===== src/rtl/mem_access_ctrl_pkg.sv =====
// Purpose : shared widths and FSM state encoding for the memory access controller.
// Latency : n/a (types and constants only).
// Backpressure: n/a. Contents: ADDR_W, DATA_W, CNT_W, state_e.
package mem_ctrl_pkg;

    localparam int ADDR_W = 3;  // 8 words, matches the 3-to-8 word-select decoder
    localparam int DATA_W = 8;  // word width
    localparam int CNT_W  = 4;  // access down-counter, covers ACCESS_CYCLES 1..15

    typedef enum logic [1:0] {
        IDLE   = 2'd0,
        SETUP  = 2'd1,
        ACCESS = 2'd2,
        RESP   = 2'd3
    } state_e;

endpackage


===== src/rtl/mem_access_ctrl_if.sv =====
// Purpose : bundles the request, decoder/cell-array and response signals of the controller.
// Latency : n/a (wiring only).
// Backpressure: request uses valid/ready, response uses valid/ready.
// Modports: master = requester, cell-array and response consumer side; slave = controller.
interface mem_access_ctrl_if;
    import mem_ctrl_pkg::*;

    // request channel
    logic              i_req_valid;
    logic              o_req_ready;
    logic              i_req_write;
    logic [ADDR_W-1:0] i_req_addr;
    logic [DATA_W-1:0] i_req_wdata;
    // decoder and cell array
    logic [ADDR_W-1:0] o_dec_address;
    logic              o_dec_valid;
    logic              o_write_en;
    logic              o_read_en;
    logic [DATA_W-1:0] o_wdata;
    logic [DATA_W-1:0] i_rdata;
    // response channel
    logic              o_rsp_valid;
    logic              i_rsp_ready;
    logic [DATA_W-1:0] o_rsp_data;

    modport master (
        output i_req_valid, i_req_write, i_req_addr, i_req_wdata, i_rdata, i_rsp_ready,
        input  o_req_ready, o_dec_address, o_dec_valid, o_write_en, o_read_en, o_wdata,
               o_rsp_valid, o_rsp_data
    );

    modport slave (
        input  i_req_valid, i_req_write, i_req_addr, i_req_wdata, i_rdata, i_rsp_ready,
        output o_req_ready, o_dec_address, o_dec_valid, o_write_en, o_read_en, o_wdata,
               o_rsp_valid, o_rsp_data
    );

endinterface


===== src/rtl/mem_access_ctrl.sv =====
// Purpose : sequences one read/write at a time into the word decoder and cell array.
// Latency : request accepted at cycle 0 -> SETUP cycle 1, strobes cycles 2..1+N, done/response at 2+N.
// Backpressure: o_req_ready only in IDLE; a read response is held in RESP until i_rsp_ready.
// Ports: i_clk, i_reset (sync, active-high), bus (mem_access_ctrl_if.slave: request,
//        decoder/array and response signals).
// Optional: MEM_ACCESS_CTRL_RAW_FWD_EN forwards the last completed write to a matching read,
//           going IDLE -> RESP with no decoder or strobe activity.
module mem_access_ctrl
    import mem_ctrl_pkg::*;
#(
    parameter int ACCESS_CYCLES = 2   // strobe length, legal 1..15
) (
    input  logic              i_clk,
    input  logic              i_reset,
    mem_access_ctrl_if.slave  bus
);

    state_e            state_q, state_d;
    logic [CNT_W-1:0]  cnt_q, cnt_d;
    logic              write_q;
    logic [ADDR_W-1:0] addr_q;
    logic [DATA_W-1:0] wdata_q;
    logic [DATA_W-1:0] rsp_q;

    logic              accept;
    logic              last_access;
    logic              fwd_hit;

    logic              req_ready;
    logic              dec_valid;
    logic              write_en;
    logic              read_en;
    logic [DATA_W-1:0] wdata_out;
    logic              rsp_valid;

`ifdef MEM_ACCESS_CTRL_RAW_FWD_EN
    logic              lw_vld_q;
    logic [ADDR_W-1:0] lw_addr_q;
    logic [DATA_W-1:0] lw_data_q;

    assign fwd_hit = !bus.i_req_write && lw_vld_q && (lw_addr_q == bus.i_req_addr);
`else
    assign fwd_hit = 1'b0;
`endif

    // state register
    always_ff @(posedge i_clk) begin
        if (i_reset) begin
            state_q <= IDLE;
            cnt_q   <= '0;
        end else begin
            state_q <= state_d;
            cnt_q   <= cnt_d;
        end
    end

    // next state and Moore outputs
    always_comb begin
        state_d     = state_q;
        cnt_d       = cnt_q;
        accept      = 1'b0;
        last_access = 1'b0;
        req_ready   = 1'b0;
        dec_valid   = 1'b0;
        write_en    = 1'b0;
        read_en     = 1'b0;
        wdata_out   = '0;
        rsp_valid   = 1'b0;
        case (state_q)
            IDLE: begin
                req_ready = 1'b1;
                if (bus.i_req_valid) begin
                    accept  = 1'b1;
                    state_d = fwd_hit ? RESP : SETUP;
                end
            end
            SETUP: begin
                dec_valid = 1'b1;
                cnt_d     = CNT_W'(ACCESS_CYCLES - 1);
                state_d   = ACCESS;
            end
            ACCESS: begin
                dec_valid = 1'b1;
                write_en  = write_q;
                read_en   = !write_q;
                wdata_out = write_q ? wdata_q : '0;
                if (cnt_q == '0) begin
                    last_access = 1'b1;
                    state_d     = write_q ? IDLE : RESP;
                end else begin
                    cnt_d = cnt_q - 1'b1;
                end
            end
            RESP: begin
                rsp_valid = 1'b1;
                if (bus.i_rsp_ready) begin
                    state_d = IDLE;
                end
            end
            default: state_d = IDLE;
        endcase
    end

    // request latch, read capture and (optionally) the last-write register
    always_ff @(posedge i_clk) begin
        if (i_reset) begin
            write_q <= 1'b0;
            addr_q  <= '0;
            wdata_q <= '0;
            rsp_q   <= '0;
`ifdef MEM_ACCESS_CTRL_RAW_FWD_EN
            lw_vld_q  <= 1'b0;
            lw_addr_q <= '0;
            lw_data_q <= '0;
`endif
        end else begin
            if (accept) begin
                write_q <= bus.i_req_write;
                wdata_q <= bus.i_req_wdata;
                // a forwarded read never touches the decoder, so its address is not latched
                if (!fwd_hit) begin
                    addr_q <= bus.i_req_addr;
                end
`ifdef MEM_ACCESS_CTRL_RAW_FWD_EN
                if (fwd_hit) begin
                    rsp_q <= lw_data_q;
                end
`endif
            end
            if (last_access && !write_q) begin
                rsp_q <= bus.i_rdata;
            end
`ifdef MEM_ACCESS_CTRL_RAW_FWD_EN
            if (last_access && write_q) begin
                lw_vld_q  <= 1'b1;
                lw_addr_q <= addr_q;
                lw_data_q <= wdata_q;
            end
`endif
        end
    end

    assign bus.o_req_ready   = req_ready;
    assign bus.o_dec_address = addr_q;    // held while o_dec_valid is low
    assign bus.o_dec_valid   = dec_valid;
    assign bus.o_write_en    = write_en;
    assign bus.o_read_en     = read_en;
    assign bus.o_wdata       = wdata_out;
    assign bus.o_rsp_valid   = rsp_valid;
    assign bus.o_rsp_data    = rsp_q;

endmodule


===== src/flat_wrapper.sv =====
// flat-port wrapper written by rule: the top's interface ports become plain ports
module mem_access_ctrl_flat import mem_ctrl_pkg::*;
#(
    parameter int ACCESS_CYCLES = 2                                
)
  (i_clk, i_reset, bus_i_req_valid, bus_i_req_write, bus_i_req_addr, bus_i_req_wdata, bus_i_rdata, bus_i_rsp_ready, bus_o_req_ready, bus_o_dec_address, bus_o_dec_valid, bus_o_write_en, bus_o_read_en, bus_o_wdata, bus_o_rsp_valid, bus_o_rsp_data);
  mem_access_ctrl_if bus_i ();
  input  logic i_clk;
  input  logic i_reset;
  input wire logic [$bits(bus_i.i_req_valid)-1:0] bus_i_req_valid;
  input wire logic [$bits(bus_i.i_req_write)-1:0] bus_i_req_write;
  input wire logic [$bits(bus_i.i_req_addr)-1:0] bus_i_req_addr;
  input wire logic [$bits(bus_i.i_req_wdata)-1:0] bus_i_req_wdata;
  input wire logic [$bits(bus_i.i_rdata)-1:0] bus_i_rdata;
  input wire logic [$bits(bus_i.i_rsp_ready)-1:0] bus_i_rsp_ready;
  output wire logic [$bits(bus_i.o_req_ready)-1:0] bus_o_req_ready;
  output wire logic [$bits(bus_i.o_dec_address)-1:0] bus_o_dec_address;
  output wire logic [$bits(bus_i.o_dec_valid)-1:0] bus_o_dec_valid;
  output wire logic [$bits(bus_i.o_write_en)-1:0] bus_o_write_en;
  output wire logic [$bits(bus_i.o_read_en)-1:0] bus_o_read_en;
  output wire logic [$bits(bus_i.o_wdata)-1:0] bus_o_wdata;
  output wire logic [$bits(bus_i.o_rsp_valid)-1:0] bus_o_rsp_valid;
  output wire logic [$bits(bus_i.o_rsp_data)-1:0] bus_o_rsp_data;
  assign bus_i.i_req_valid = bus_i_req_valid;
  assign bus_i.i_req_write = bus_i_req_write;
  assign bus_i.i_req_addr = bus_i_req_addr;
  assign bus_i.i_req_wdata = bus_i_req_wdata;
  assign bus_i.i_rdata = bus_i_rdata;
  assign bus_i.i_rsp_ready = bus_i_rsp_ready;
  assign bus_o_req_ready = bus_i.o_req_ready;
  assign bus_o_dec_address = bus_i.o_dec_address;
  assign bus_o_dec_valid = bus_i.o_dec_valid;
  assign bus_o_write_en = bus_i.o_write_en;
  assign bus_o_read_en = bus_i.o_read_en;
  assign bus_o_wdata = bus_i.o_wdata;
  assign bus_o_rsp_valid = bus_i.o_rsp_valid;
  assign bus_o_rsp_data = bus_i.o_rsp_data;
  mem_access_ctrl #(.ACCESS_CYCLES(ACCESS_CYCLES)) u_core (.i_clk(i_clk), .i_reset(i_reset), .bus(bus_i));
endmodule

===== config.mk =====
export PLATFORM = sky130hd
export DESIGN_NAME = mem_access_ctrl_flat
export DESIGN_NICKNAME = d
export VERILOG_FILES = /design/src/rtl/mem_access_ctrl_pkg.sv /design/src/rtl/mem_access_ctrl_if.sv /design/src/rtl/mem_access_ctrl.sv /design/src/flat_wrapper.sv
export SDC_FILE = /design/constraint.sdc
export NUM_CORES = 1
export LEC_CHECK = 0
export CAP_MARGIN = 40
export CORE_MARGIN = 5
export CORE_UTILIZATION = 45
export DETAILED_ROUTE_END_ITERATION = 10
export GPL_ROUTABILITY_DRIVEN = 0
export PLACE_DENSITY = 0.81
export REMOVE_ABC_BUFFERS = 1
export SLEW_MARGIN = 20
export SYNTH_ARGS = -nofsm -noshare
export SYNTH_HDL_FRONTEND = slang
export SYNTH_SLANG_ARGS = --single-unit

===== constraint.sdc =====
create_clock -name i_clk -period 3.8 [get_ports i_clk]
set_clock_uncertainty 0.15 [all_clocks]
set_input_delay 1.14 -clock i_clk [delete_from_list [all_inputs] [get_ports i_clk]]
set_output_delay 1.14 -clock i_clk [all_outputs]
set_load 0.005 [all_outputs]

==> out/qor.yml, run 1 <==
synth:
  syn_inst: 147
  synth_edf_count: 0
  synth_top_cells_by_area: "dfxtp_1 44%, a21oi_1 9.8%, nand2_1 8.0%"
  syn_area_sq_um: 1180
  yosysWarnings: 0
  ys_ff_latch: 26
  synth_cell_types: 28
  ys.flop_type: "dfxtp_1"
  synth-seq-area-share_pct: 44.1
  avgSynthCellArea_sq_um: 8.03
  post-synth-top-count-cell: "dfxtp_1"
  synth_common_cells: "26 x dfxtp_1, 25 x nand2_1, 23 x a21oi_1"
  async_flop_share_pct: 0
  yosysTopAreaCell: "dfxtp_1"
  yosysTopAreaCellShare_pct: 44.1
clock_tree:
  worstSkewPairLatency_ns: 0.32
  clk_pin_slew_ns: 0.13
  cts_tree: "done"
  cts_root_buf: "clkbuf_4"
  clk_path_buf_depth: 2
  cts_sinks: 26
  postCtsHoldBufs: 0
  htree_levels: 1
  postCtsSetupRepairBufs: 0
  ctsResizeCount: 0
  cts_buffers: 3
drt:
  vias_per_cell: 5.41
  drtAntennaViolNets: 0
  wirelength_mm: 3.24
  num_vias: 1190
  drt-pass1-iter-count: 4
  drc: 0
  drt_iter0_drc: 36
  wl_per_cell_microns: 14.7
layout:
  syn2layout_area_growth_pct: 45.4
  antenna-diode-count: 0
  post_route_cells_drive_above_1_share_pct: 4.21
  n_fill_cell: 202
  finish.utilization_pct: 68.6
  layout.cells.non_filler: 220
  nets: 220
floorplanning:
  start_util_pct: 47.2
  core_sq_um: 2500
  fp.dieArea_sq_um: 3750
  die-width_microns: 61.2
  design.portCount: 48
  rows: 18
  fp.dieH_microns: 61.2
placed_design:
  dp.final_hpwl_mm: 2.46
  dp.cells: 216
  post-place-ws_ns: 0.572
  port_buffers: 47
power_and_ir_drop:
  swShare_pct: 32.4
  intPower_uw: 568
  pwr-share-comb_pct: 37.5
  p_switching_uw: 272
  power_frac_seq_pct: 40.4
  power.leakage_uw: 0.000655
  powerDensity_nw_per_um2: 490
  clkPwrFrac_pct: 22.1
  vdd_drop_max_uv: 307
setup_path:
  crit_buf_inv: 3
  crit_path_max_incr_delay_ns: 0.54
  critPathTopFamily: "buffers and inverters"
  slowest_stage: "ha_1"
  crit_path_start_kind: "register"
  r2r_slack_ns: 1.54
  crit_path_cell_trace: "inv_1, ha_1, nand2b_1, inv_1, clkdlybuf4s50_1"
  critPathKind: "register to primary output"
  crit_top_cell: "inv_1"
  worstPathArrival_ns: 2.30
  cp_max_fo: 21
  reg2reg_to: "u_core.state_q[0]"
  r2r_start: "u_core.state_q[0]"
  reg2reg_depth: 7
  worst_setup_path_end_kind: "primary output"
  worstPathRequired_ns: 2.51
sta:
  setup_slack_ns: 0.215
  fin_crit_sh_pct: 94.4
  period_needed_ns: 3.59
  hold_viol: 0
  relSlewSlack_pct: 55.4
  worstMarginPinSlew_ns: 0.668
  rsz0062_at_grt: "no"
  drv_slew: 0
  fmax_mhz: 279
  whs_ns: 0.309
  tns_ns: 0
  setup-violations-final: 0
hold_path:
  hp-class: "register to register"
  worstHoldEndpoint: "u_core.wdata_q[6]"
  hold_depth: 2
  min_from: "u_core.wdata_q[6]"
global_routing:
  grt_pass1_vias: 1272
  grtUsageTotal_pct: 19.1
  grt_pass1_wl_mm: 5.40
  grt_max_degree: 22
  antenna_found_initial: 0
  grt_overflow: 0
run:
  cap_violations: 0
run_status:
  status: "complete, no violations"
## sequential cells by signal (all words and copies together) (netlist names)
| name | count |
|---|---|
| u_core.cnt_q | 4 |
| u_core.bus.o_dec_address | 3 |
| u_core.bus.o_rsp_data | 8 |
| u_core.write_q | 1 |
| u_core.state_q | 2 |
| u_core.wdata_q | 8 |
## power groups by stage
| stage | Sequential [uW] | Combinational, uW | Clock (uW) |
|---|---|---|---|
| floorplan | 340 | 171 | 0 |
| CTS | 339 | 318 | 191 |
| detailed placement | 345 | 316 | 0 |
| finish | 339 | 315 | 186 |
| global placement | 342 | 295 | 0 |
| global route | 344 | 353 | 203 |
## tightest hold or removal path, stage by stage (launching register included)
cell     delay, ns
dfxtp_1       0.33
nand2_1       0.05
a21oi_1       0.05
## cell usage in the layout, fill, tap and decap left out, drive strengths merged, types with 2 or more instances in the layout
cell type | synthesis | layout
a2111oi | 2 | 2
a21oi | 23 | 23
and2 | 2 | 2
and3 | 8 | 8
buf | 5 | 3
clkbuf | 6 | 3
clkdlybuf4s50 | 0 | 47
dfxtp | 26 | 26
ha | 5 | 5
inv | 6 | 6
nand2 | 25 | 25
nand2b | 2 | 2
nand3 | 10 | 10
nor2b | 2 | 2
o211ai | 2 | 2
o21ai | 10 | 10
or3 | 2 | 2
## worst max-delay path by stage
stage	startpoint	slack (ns)	endpoint	cells after the start
after global routing	u_core.state_q[0]	0.07	bus_o_read_en	5
after detailed placement	u_core.state_q[0]	0.57	bus_o_read_en	5
after global placement	u_core.state_q[0]	0.72	bus_o_read_en	5
final	u_core.state_q[0]	0.21	bus_o_read_en	5
after floorplan	u_core.state_q[0]	1.26	bus_o_read_en	4
after CTS	u_core.state_q[0]	0.21	bus_o_read_en	5
## cell families after synthesis
group | Yosys count | synth area share, %
AOI/OAI and AO/OA | 41 | 19.6
adders and majority gates | 5 | 5.30
buffers and inverters | 17 | 5.73
DFF | 26 | 44.1
and+or+nand+nor | 58 | 25.2
## per-layer routing
| metal | wire length (microns) | up-vias | GRT usage (%) |
|---|---|---|---|
| li1 | - | 596 | - |
| met5 | 0 | - | 0 |
| met2 | 1630 | 56 | 35.6 |
| met3 | 288 | 2 | 4.19 |
| met4 | 14 | 0 | 5.88 |
| met1 | 1300 | 536 | 21.3 |
## metrics by stage
| step | cell area [sq um] | total power, uW |
|---|---|---|
| 3_3_place_gp | 1660 | 636 |
| 4_1_cts | 1720 | 847 |
| 6_report | 1720 | 840 |
| 3_5_place_dp | 1660 | 661 |
| 2_1_floorplan | 1130 | 511 |
| 5_1_grt | 1720 | 900 |
## layout make-up
type / count / area [sq um] / share of cell area [%]
well taps: 30 / 37.5 / 2.19
clock buffers: 3 / 22.5 / 1.31
flip-flops and latches: 26 / 520 / 30.3
multi-input cells: 104 / 592 / 34.5
inverters: 6 / 22.5 / 1.31
repair buffers: 50 / 490 / 28.6
clock inverters: 1 / 30.0 / 1.75
Note: power is estimated with default switching activity, not from simulation.
==> run 2: changes to the inputs <==
ABC_CLOCK_PERIOD_IN_PS = 3800   (was not set)
RECOVER_POWER = 50   (was not set)
==> out/qor.yml, run 2 (same netlist as run 1, synthesis figures left out) <==
run_status:
  status: "complete, no violations"
global_routing:
  grt_pass1_wl_mm: 5.40
  grt_overflow: 0
  antenna_found_initial: 0
  grt_max_degree: 22
  grtUsageTotal_pct: 19.1
  grt_pass1_vias: 1272
floorplanning:
  rows: 18
  fp.dieArea_sq_um: 3750
  start_util_pct: 47.2
  core_sq_um: 2500
  fp.dieH_microns: 61.2
  die-width_microns: 61.2
  design.portCount: 48
layout:
  post_route_cells_drive_above_1_share_pct: 3.68
  fin_area_sq_um: 1710
  antenna-diode-count: 0
  final_cell_mix: "45 x clkdlybuf4s50_1, 26 x dfxtp_1, 25 x nand2_1"
  layout.cells.non_filler: 220
  finish.utilization_pct: 68.5
  syn2layout_area_growth_pct: 45.1
  nets: 220
  layout_commonest_cell: "clkdlybuf4s50_1"
setup_path:
  critPathKind: "register to primary output"
  worst_setup_path_end_kind: "primary output"
  worstPathArrival_ns: 2.29
  r2r_slack_ns: 1.33
  reg2reg_depth: 7
  crit_path_start_kind: "register"
  worstPathRequired_ns: 2.51
  cp_max_fo: 21
drt:
  wirelength_mm: 3.23
  drt_iter0_drc: 33
  drtAntennaViolNets: 0
  drc: 0
  vias_per_cell: 5.41
  wl_per_cell_microns: 14.7
  drt-pass1-iter-count: 4
  num_vias: 1190
clock_tree:
  cts_tree: "done"
  worstSkewPairLatency_ns: 0.32
  ctsResizeCount: 0
  postCtsSetupRepairBufs: 0
  cts_sinks: 26
  htree_levels: 1
  clk_path_buf_depth: 2
  clk_pin_slew_ns: 0.13
  postCtsHoldBufs: 0
  cts_root_buf: "clkbuf_4"
  cts_buffers: 3
hold_path:
  hold_depth: 2
  hp-class: "register to register"
sta:
  fin_crit_sh_pct: 94.3
  setup-violations-final: 0
  hold_viol: 0
  worstMarginPinSlew_ns: 0.668
  rsz0062_at_grt: "no"
  period_needed_ns: 3.58
  tns_ns: 0
  drv_slew: 0
  fmax_mhz: 279
  relSlewSlack_pct: 55.4
power_and_ir_drop:
  power_frac_seq_pct: 40.5
  power.leakage_uw: 0.000651
  p_switching_uw: 272
  pwr-share-comb_pct: 37.3
  intPower_uw: 565
  vdd_drop_max_uv: 304
  clkPwrFrac_pct: 22.2
  powerDensity_nw_per_um2: 489
  swShare_pct: 32.5
placed_design:
  dp.cells: 216
  dp.final_hpwl_mm: 2.46
  port_buffers: 47
  place_area_sq_um: 1660
run:
  cap_violations: 0
## run 2: changes by cell type in the layout (fill, tap and decap cells not counted)
cell	previous run	this run
and2_0	0	1
clkbuf_1	0	1
clkdlybuf4s50_1	47	45
and2_1	2	1
buf_4	2	1
dlygate4sd3_1	0	2
## run 2: through the flow
stage	hold WS (ns)	setup slack, ns	total power (uW)
after floorplan	0.276	1.26	511
after global placement	0.290	0.720	636
after detailed placement	0.292	0.572	661
after CTS	0.310	0.211	847
after global routing	0.334	0.0769	898
final	0.309	0.217	838
## run 2: final timing paths
check | to | from
max | bus_o_read_en | u_core.state_q[0]
min | u_core.wdata_q[6] | u_core.wdata_q[6]
max reg2reg | u_core.state_q[0] | u_core.state_q[0]
min reg2reg | u_core.wdata_q[6] | u_core.wdata_q[6]
## run 2: critical path, cell delays in order (launching register included)
cell and delay, ns:
dfxtp_1 0.36, inv_1 0.13, ha_1 0.54, nand2b_1 0.32, inv_1 0.14, clkdlybuf4s50_1 0.50
## run 2: power by group through the flow
stage / logic [uW] / clock network [uW] / registers, uW
global placement: 295 / 0 / 342
CTS: 318 / 191 / 339
global route: 350 / 203 / 344
floorplan: 171 / 0 / 340
detailed placement: 316 / 0 / 345
finish: 313 / 186 / 339
## run 2: final cells by class
class	instances	area (sq um)
Fill cell	204	788
Timing Repair Buffer	50	487
Multi-Input combinational cell	104	592
Inverter	6	22.5
Sequential cell	26	520
Tap cell	30	37.5
Clock buffer	3	22.5
Clock inverter	1	30.0
## run 2: per-layer routing
layer	up-vias	wire length, microns	track usage, %
met5	-	0	0
met4	0	14	5.88
met3	2	284	4.19
li1	596	-	-
met1	536	1300	21.3
met2	56	1630	35.6
==> run 3: changes to the inputs <==
TNS_END_PERCENT = 5   (was not set)
==> results of run 3 <==
The final DEF is identical to that of run 2; final timing and power are the same.
